==> src/rtl/fetch_pkg.sv <==
// Shared types and constants for the instruction-fetch front end.
package fetch_pkg;

   localparam int XLEN = 32;
   localparam int ILEN = 32;

   localparam logic [XLEN-1:0] FETCH_STEP_PAIR = 32'd8;
   localparam logic [XLEN-1:0] FETCH_STEP_ONE  = 32'd4;

   typedef struct packed {
      logic [ILEN-1:0] instr;
      logic [XLEN-1:0] pc;
   } fetch_entry_t;

   function automatic logic [XLEN-1:0] align_word(input logic [XLEN-1:0] addr);
      return {addr[XLEN-1:2], 2'b00};
   endfunction

endpackage

==> src/rtl/fetch_queue.sv <==
// Circular buffer of fetched entries: accepts 0..2 pushes and 1 pop per cycle, flushable.
module fetch_queue
   import fetch_pkg::*;
#(
   parameter  int DEPTH = 4,
   localparam int PTR_W = $clog2(DEPTH),
   localparam int CNT_W = PTR_W + 1
) (
   input  logic             clk,
   input  logic             rst_n,
   input  logic [1:0]       push_cnt,
   input  fetch_entry_t     push0,
   input  fetch_entry_t     push1,
   input  logic             pop,
   input  logic             flush,
   output fetch_entry_t     head,
   output logic [CNT_W-1:0] cnt
);

   fetch_entry_t     mem [DEPTH];
   logic [PTR_W-1:0] rd_ptr;
   logic [PTR_W-1:0] wr_ptr;
   logic [PTR_W-1:0] wr_ptr_1;

   assign wr_ptr_1 = wr_ptr + PTR_W'(1);
   assign head     = mem[rd_ptr];

   // NOTE: storage is reset too, so the head reads as zero straight out of reset.
   always_ff @(posedge clk or negedge rst_n) begin
      if (!rst_n) begin
         rd_ptr <= '0;
         wr_ptr <= '0;
         cnt    <= '0;
         for (int i = 0; i < DEPTH; i++) mem[i] <= '0;
      end else if (flush) begin
         rd_ptr <= '0;
         wr_ptr <= '0;
         cnt    <= '0;
      end else begin
         if (push_cnt != 2'd0) mem[wr_ptr]   <= push0;
         if (push_cnt == 2'd2) mem[wr_ptr_1] <= push1;
         wr_ptr <= wr_ptr + PTR_W'(push_cnt);
         rd_ptr <= rd_ptr + PTR_W'(pop);
         cnt    <= cnt + CNT_W'(push_cnt) - CNT_W'(pop);
      end
   end

endmodule

==> src/rtl/fetch_unit.sv <==
// Instruction-fetch front end driving a dual-port imem and feeding decode.
// Optional perf counters enabled by defining FETCH_PERF_EN.
module fetch_unit
   import fetch_pkg::*;
#(
   parameter logic [31:0] RESET_PC = 32'h0000_0000,
   parameter int          DEPTH    = 4
) (
   input  logic        clk,
   input  logic        rst_n,
   output logic [31:0] imem_a,
   input  logic [31:0] imem_rd1,
   input  logic [31:0] imem_rd2,
   input  logic        redirect_valid,
   input  logic [31:0] redirect_pc,
   output logic        out_valid,
   input  logic        out_ready,
   output logic [31:0] out_instr,
   output logic [31:0] out_pc
`ifdef FETCH_PERF_EN
   ,
   output logic [31:0] perf_issued,
   output logic [31:0] perf_starve
`endif
);

   localparam int CNT_W = $clog2(DEPTH) + 1;

   logic [31:0]      pc;
   logic [CNT_W-1:0] cnt;
   logic [CNT_W-1:0] free;
   logic [1:0]       push_cnt;
   logic             deq;
   fetch_entry_t     head;
   fetch_entry_t     push0;
   fetch_entry_t     push1;

   assign free      = CNT_W'(DEPTH) - cnt;
   assign out_valid = (cnt != '0);
   assign deq       = out_valid & out_ready;
   assign imem_a    = pc;
   assign out_instr = head.instr;
   assign out_pc    = head.pc;
   assign push0     = '{instr: imem_rd1, pc: pc};
   assign push1     = '{instr: imem_rd2, pc: pc + FETCH_STEP_ONE};

   // Space is judged on current occupancy only; a same-cycle pop is not credited.
   // NOTE: push_cnt gets a default first so every path assigns it and no latch forms.
   always_comb begin
      push_cnt = 2'd0;
      if (!redirect_valid) begin
         if (free >= CNT_W'(2))      push_cnt = 2'd2;
         else if (free == CNT_W'(1)) push_cnt = 2'd1;
      end
   end

   always_ff @(posedge clk or negedge rst_n) begin
      if (!rst_n)              pc <= align_word(RESET_PC);
      else if (redirect_valid) pc <= align_word(redirect_pc);
      else if (push_cnt == 2'd2) pc <= pc + FETCH_STEP_PAIR;
      else if (push_cnt == 2'd1) pc <= pc + FETCH_STEP_ONE;
   end

   fetch_queue #(.DEPTH(DEPTH)) u_queue (
      .clk      (clk),
      .rst_n    (rst_n),
      .push_cnt (push_cnt),
      .push0    (push0),
      .push1    (push1),
      .pop      (deq),
      .flush    (redirect_valid),
      .head     (head),
      .cnt      (cnt)
   );

`ifdef FETCH_PERF_EN
   always_ff @(posedge clk or negedge rst_n) begin
      if (!rst_n) begin
         perf_issued <= '0;
         perf_starve <= '0;
      end else begin
         if (deq)                     perf_issued <= perf_issued + 32'd1;
         if (!out_valid && out_ready) perf_starve <= perf_starve + 32'd1;
      end
   end
`endif

endmodule

==> config.mk <==
export PLATFORM = sky130hd
export DESIGN_NAME = fetch_unit
export DESIGN_NICKNAME = d
export VERILOG_FILES = /design/src/rtl/fetch_pkg.sv /design/src/rtl/fetch_queue.sv /design/src/rtl/fetch_unit.sv
export SDC_FILE = /design/constraint.sdc
export NUM_CORES = 1
export LEC_CHECK = 0
export CAP_MARGIN = 5
export CORE_MARGIN = 2
export CORE_UTILIZATION = 50
export DETAILED_ROUTE_END_ITERATION = 10
export GPL_TIMING_DRIVEN = 0
export PLACE_DENSITY_LB_ADDON = 0.12
export SETUP_SLACK_MARGIN = 0.3
export SYNTH_ARGS = -nofsm -noshare
export SYNTH_HDL_FRONTEND = slang
export SYNTH_HIERARCHICAL = 1
export SYNTH_SLANG_ARGS = --single-unit
==> constraint.sdc <==
create_clock -name clk -period 4.9 [get_ports clk]
set_input_delay 1.47 -clock clk [delete_from_list [all_inputs] [get_ports clk]]
set_output_delay 1.47 -clock clk [all_outputs]
set_load 0.01 [all_outputs]
==> results of run 1 <==
where the power goes:
part,switching [uW],internal (uW)
logic,2850,3360
clock network,1030,1700
registers,866,3600
worst register-to-register path, stage by stage (launching register included):
cell	delay (ps)
dfrtp_1	380
inv_1	80
ha_1	200
ha_1	300
or3b_1	340
buf_2	190
nand2_2	280
clkinvlp_4	320
o211ai_1	360
buf_2	390
buf_1	480
o22ai_1	160
a2bb2oi_1	170
cells by family after synthesis:
| kind of cell | Yosys count |
|---|---|
| muxes | 70 |
| buffers and inverters | 167 |
| AOI/OAI and AO/OA | 487 |
| and+or+nand+nor | 311 |
| other | 1 |
| DFF | 293 |
| adders and majority gates | 12 |
| xor gates and xnor gates | 43 |
layout by cell type, fill, tap and decap left out, drive strengths merged, types with 11 or more instances in the layout:
| cell | count |
|---|---|
| a21oi | 25 |
| mux4 | 64 |
| ha | 11 |
| nand2b | 57 |
| or3 | 66 |
| dfrtp | 293 |
| nor3 | 19 |
| nand2 | 51 |
| a2bb2oi | 127 |
| nor2 | 40 |
| clkbuf | 123 |
| conb | 18 |
| xnor2 | 24 |
| nand3 | 22 |
| xor2 | 19 |
| o221a | 128 |
| buf | 80 |
| o21ai | 36 |
| nand4 | 13 |
| o22ai | 133 |
| clkdlybuf4s50 | 191 |
| inv | 17 |
per-layer routing:
| layer | track usage, % | share of wire [%] | vias up |
|---|---|---|---|
| met5 | 0 | 0.029 | - |
| met4 | 10.90 | 2.7 | 2 |
| met3 | 6.186 | 9.0 | 129 |
| met2 | 51.59 | 47 | 776 |
| met1 | 45.97 | 42 | 7091 |
| li1 | - | - | 6002 |
what timing repair did:
action	4_1_cts	5_1_grt
pin swaps	0	1
setup endpoints to repair	70	250
resized for setup	3	24
setup buffers	0	2
layout make-up:
type / count / share of cell area, %
multi-input cells: 941 / 40.18
flip-flops and latches: 293 / 37.11
repair buffers: 196 / 10.11
clock buffers: 50 / 5.339
plain buffers: 149 / 3.578
well taps: 402 / 2.546
clock inverters: 10 / 0.7600
inverters: 18 / 0.3610
diodes: 1 / 0.01267
metrics by stage:
stage,instances,utilization (%),setup WS [ps]
final,2060,62.77,464.4
after global routing,2060,62.77,376.8
after CTS,2057,62.58,301.4
after detailed placement,1997,58.73,-287.6
after global placement,1995,58.54,-10780
after floorplan,1401,-,1421
registers in the layout, indices dropped and copies added (netlist names):
register	count
u_queue/mem	256
imem_a	30
u_queue/cnt	3
u_queue/rd_ptr	2
u_queue/wr_ptr	2
worst paths after layout:
kind,from,to,slack [ps],cells past startpoint
worst max-delay path,u_queue/rd_ptr[1],out_pc[10],460,4
max in group asynchronous,rst_n,imem_a[9],2890,2
min in group asynchronous,rst_n,u_queue/mem[118],970,1
worst max register to register,u_queue/cnt[0],u_queue/mem[98],1180,12
worst min register to register,u_queue/mem[126],u_queue/mem[126],490,1
worst min-delay path,u_queue/mem[126],u_queue/mem[126],490,1
==> results.yml, run 1 <==
status:
  outcome: "complete, no violations"
place:
  gp_congestion: 0.9613
  dpl_cell_area_mm2: 0.01849
  hpwlAfterDp_mm: 35.60
  portBuffers: 192
worst_hold_path:
  hold_class: "reg2reg"
clock_tree:
  htreeDepth: 2
  clkSinkCount: 293
  cts_root_buf: "clkbuf_16"
  numCtsBuffers: 34
  clockBufferDepth: 3
  clkTransAtPathRegs_ps: 60
  cts_hold_buf: 0
  worstSkewPairLatency_ps: 520
  cts_tree: "done"
timing:
  fmax_mhz: 225.5
  final.min_clock_period_ps: 4436
  whs_ps: 494.9
  relSlewSlack_pct: 39.09
  setup_viol: 0
  rsz0062_at_grt: "false"
  tns_ps: 0
  final-hold-violation-count: 0
  slew_viol_final: 0
  finalCritPeriodShare_pct: 90.52
  finClkSkew_ps: 16.40
  tightest_slew_ps: 913.6
synth:
  netlist_area_mm2: 0.01594
  yosys.area_share.simple_pct: 11.21
  ys.flop_type: "dfrtp_1"
  synth_top_family_by_area: "compound AO/OA/AOI/OAI gates"
  synth-xor-area-share_pct: 2.363
  post_synth_mux_area_share_pct: 9.437
  synth-compound-area-share_pct: 25.23
  yosysMostFrequentCell: "dfrtp_1"
  synth_top_cell_area_share_pct: 46.01
  yosys_warnings: 6
  yosysSeqAreaShare_pct: 46.01
  synth_area_per_cell_um2: 11.51
  synth_enable_flop_cells: 0
  synthCells: 1384
  synth_adder_area_share_pct: 0.9892
  synth_seq_cells: 293
  ys_top_cells_by_area: "dfrtp_1, mux4_2, o221a_2"
  synth_top_area_cell: "dfrtp_1"
  synthArstFlopShare_pct: 100.0
  ys_top_cells_by_count: "dfrtp_1, o22ai_1, a2bb2oi_1"
  synth_cell_type_count: 71
detailed_routing:
  drtIter0Drc: 1395
  drc_errors: 0
  ant_nets: 0
  wirelength_mm: 54.43
  drt-pass1-iter-count: 5
  vias: 14000
  routedWlPerCell_um: 26.42
  vias_per_cell: 6.796
global_route:
  grt_max_degree: 117
  grt.total_usage_pct: 32.76
  grt_pass1_wl_mm: 84.38
  grt_pass1_vias: 14281
  grt_overflow_total: 0
  antenna_found_initial: 2
floorplanning:
  fp.coreArea_mm2: 0.03147
  core.rowCount: 65
  die-area_mm2: 0.03332
  start_util_pct: 50.63
  num_io_pins: 197
  dieWidth_um: 182.5
  die_h_um: 182.5
setup_path:
  critPathSlowestCell: "clkdlybuf4s15_1"
  worst-path-max-fanout: 10
  worst-path-buf-inv: 3
  worstSetupStartpointType: "flip-flop"
  crit_required_ps: 3430
  crit_arrival_ps: 2970
  cpPeakStageDelay_ps: 690
  critPathKind: "reg2out"
  worstPathCellList: "clkdlybuf4s15_1, clkbuf_2, mux4_2, clkdlybuf4s50_1"
  cpLargestDelayFamily: "buffers and inverters"
  endpoint_kind: "output port"
final_layout:
  n_fill_cell: 2566
  final_nets: 1745
  syn_to_final_growth_pct: 23.97
  multiInputGateArea_mm2: 0.007939
  layout.area.seq_mm2: 0.007332
  drive_gt1_share_pct: 20.64
  fin_area_mm2: 0.01976
power_and_ir_drop:
  leakagePower_uw: 0.007390
  power.density_mw_per_mm2: 678.6
  power_uw: 13410
  irDropWorstVdd_uv: 321.6
run:
  maxCapViolCount: 0
Power figures use the tool's default switching activity.
==> run 2: changes to the inputs <==
--- a/config.mk
+++ b/config.mk
@@ -10,7 +10,7 @@
 export CORE_UTILIZATION = 50
 export DETAILED_ROUTE_END_ITERATION = 10
 export GPL_TIMING_DRIVEN = 0
-export PLACE_DENSITY_LB_ADDON = 0.12
+export PLACE_DENSITY = 0.79
 export SETUP_SLACK_MARGIN = 0.3
 export SYNTH_ARGS = -nofsm -noshare
 export SYNTH_HDL_FRONTEND = slang
==> run 2 against run 1 <==
Via count increased by 1.9%. Critical path type is now in2reg. Clock skew decreased by 3.9 ps. Critical endpoint is now u_queue/mem[144]. Global-route usage decreased by 0.41 points. Count of clock-buffer cells in the layout decreased by 3. Utilization decreased by 0.33 points. Final area decreased by 0.53%. Combinational power about the same.
==> results.yml, run 2 (same netlist as run 1, synthesis figures left out) <==
floorplanning:
  dieWidth_um: 182.5
  die_h_um: 182.5
  num_io_pins: 197
  core.rowCount: 65
  fp.coreArea_mm2: 0.03147
  start_util_pct: 50.63
  die-area_mm2: 0.03332
place:
  gp_congestion: 0.9853
  hpwlAfterDp_mm: 35.95
  dp_worst_setup_slack_ps: -460.8
  placed_cells: 1997
  portBuffers: 192
timing:
  finalCritPeriodShare_pct: 95.42
  relSlewSlack_pct: 25.15
  final.min_clock_period_ps: 4675
  whs_ps: 496.8
  finClkSkew_ps: 12.50
  tightest_slew_ps: 1112
  fin_ws_ps: 224.6
  setup_viol: 0
  fmax_mhz: 213.9
  rsz0062_at_grt: "false"
  slew_viol_final: 0
  final-hold-violation-count: 0
detailed_routing:
  drtIter0Drc: 1774
  wirelength_mm: 54.27
  vias: 14267
  ant_nets: 0
  drt-pass1-iter-count: 6
  vias_per_cell: 6.932
  drc_errors: 0
  routedWlPerCell_um: 26.37
final_layout:
  regMostFlops: "u_queue/mem"
  mostFrequentLayoutCells: "dfrtp_1, clkdlybuf4s50_1, o22ai_1"
  drive_gt1_share_pct: 20.48
  n_fill_cell: 2459
  final_nets: 1743
  layout.area.seq_mm2: 0.007332
  multiInputGateArea_mm2: 0.007916
  stdcell_count: 2058
  syn_to_final_growth_pct: 23.32
  final_common_cell: "dfrtp_1"
  final_util_pct: 62.44
  largest_reg_flops: 256
setup_path:
  crit_required_ps: 5350
  endpoint_kind: "flip-flop"
  critPathKind: "in2reg"
  worstSetupStartpointType: "input pin"
  crit_arrival_ps: 5130
  worst-path-max-fanout: 10
clock_tree:
  clkSinkCount: 293
  cts_tree: "done"
  clockBufferDepth: 3
  htreeDepth: 2
  worstSkewPairLatency_ps: 520
  numCtsBuffers: 34
  cts_root_buf: "clkbuf_16"
  clkTransAtPathRegs_ps: 60
power_and_ir_drop:
  irDropWorstVdd_uv: 337.0
  power.density_mw_per_mm2: 678.1
  power_uw: 13330
  leakagePower_uw: 0.007358
global_route:
  grt_max_degree: 124
  grt.total_usage_pct: 32.35
  grt_pass1_vias: 14416
  grt_overflow_total: 0
  grt_pass1_wl_mm: 83.97
  antenna_found_initial: 2
status:
  outcome: "complete, no violations"
run:
  maxCapViolCount: 0
worst_hold_path:
  hold_class: "reg2reg"
==> run 2: changes by cell type in the layout (fill, tap and decap cells not counted), moves of 2 or more <==
cell	delta
clkbuf_2	+3
clkbuf_1	-2
inv_6	+2
nand2_2	-2
nand2_1	+2
clkbuf_16	-3
buf_4	-2
==> run 2: per-stage QoR <==
step,TNS [ps],cell area (um2)
after floorplan,0,16000
after CTS,0,19630
final,0,19650
after global routing,0,19650
after global placement,-3047950,18430
after detailed placement,-39520,18490
==> run 2: power by group <==
part           total (uW)  internal (uW)  switching, uW
Sequential           4480           3600            884
Clock                2600           1560           1040
Combinational        6240           3360           2880
==> run 2: per-layer routing <==
layer	track usage (%)	share of wire, %	up-vias
li1	-	-	6009
met1	44.77	40	7154
met2	50.43	46	950
met3	6.665	11	154
met4	12.48	3.4	0
met5	0	0	-
==> run 2: worst max-delay path, cell delays in order <==
cell and delay (ps):
clkdlybuf4s50_1 770, clkbuf_1 350, inv_1 140, nand2_1 410, inv_1 340, inv_1 170
nor3_1 70, nand2_1 480, clkbuf_1 580, o221a_2 330
==> run 2: repair_timing <==
action | 4_1_cts | 5_1_grt
hold buffers | 0 | 0
buffers inserted | 0 | 0
hold endpoints to repair | 0 | 0
setup endpoints to repair | 69 | 193
gates resized for setup | 3 | 22
==> run 2: worst paths after layout <==
check                                  from               end  slack, ps  depth (start not counted)
setup / recovery             redirect_valid  u_queue/mem[144]        220                         10
hold / removal             u_queue/mem[126]  u_queue/mem[126]        500                          1
setup reg to reg             u_queue/cnt[1]  u_queue/mem[144]        950                         12
hold reg to reg            u_queue/mem[126]  u_queue/mem[126]        500                          1
max in group asynchronous             rst_n   u_queue/mem[76]       2910                          2
min in group asynchronous             rst_n  u_queue/mem[177]        930                          1
==> run 2: final cells by class <==
cell class                 count  share of cell area [%]
sequential                   293                   37.31
tap                          402                   2.559
inverter                      18                  0.3438
clock inverter                13                  0.8086
multi-input combinational    941                   40.28
timing repair buffer         194                   10.08
buffer                       149                   3.616
clock buffer                  47                   4.985
antenna                        1                 0.01273
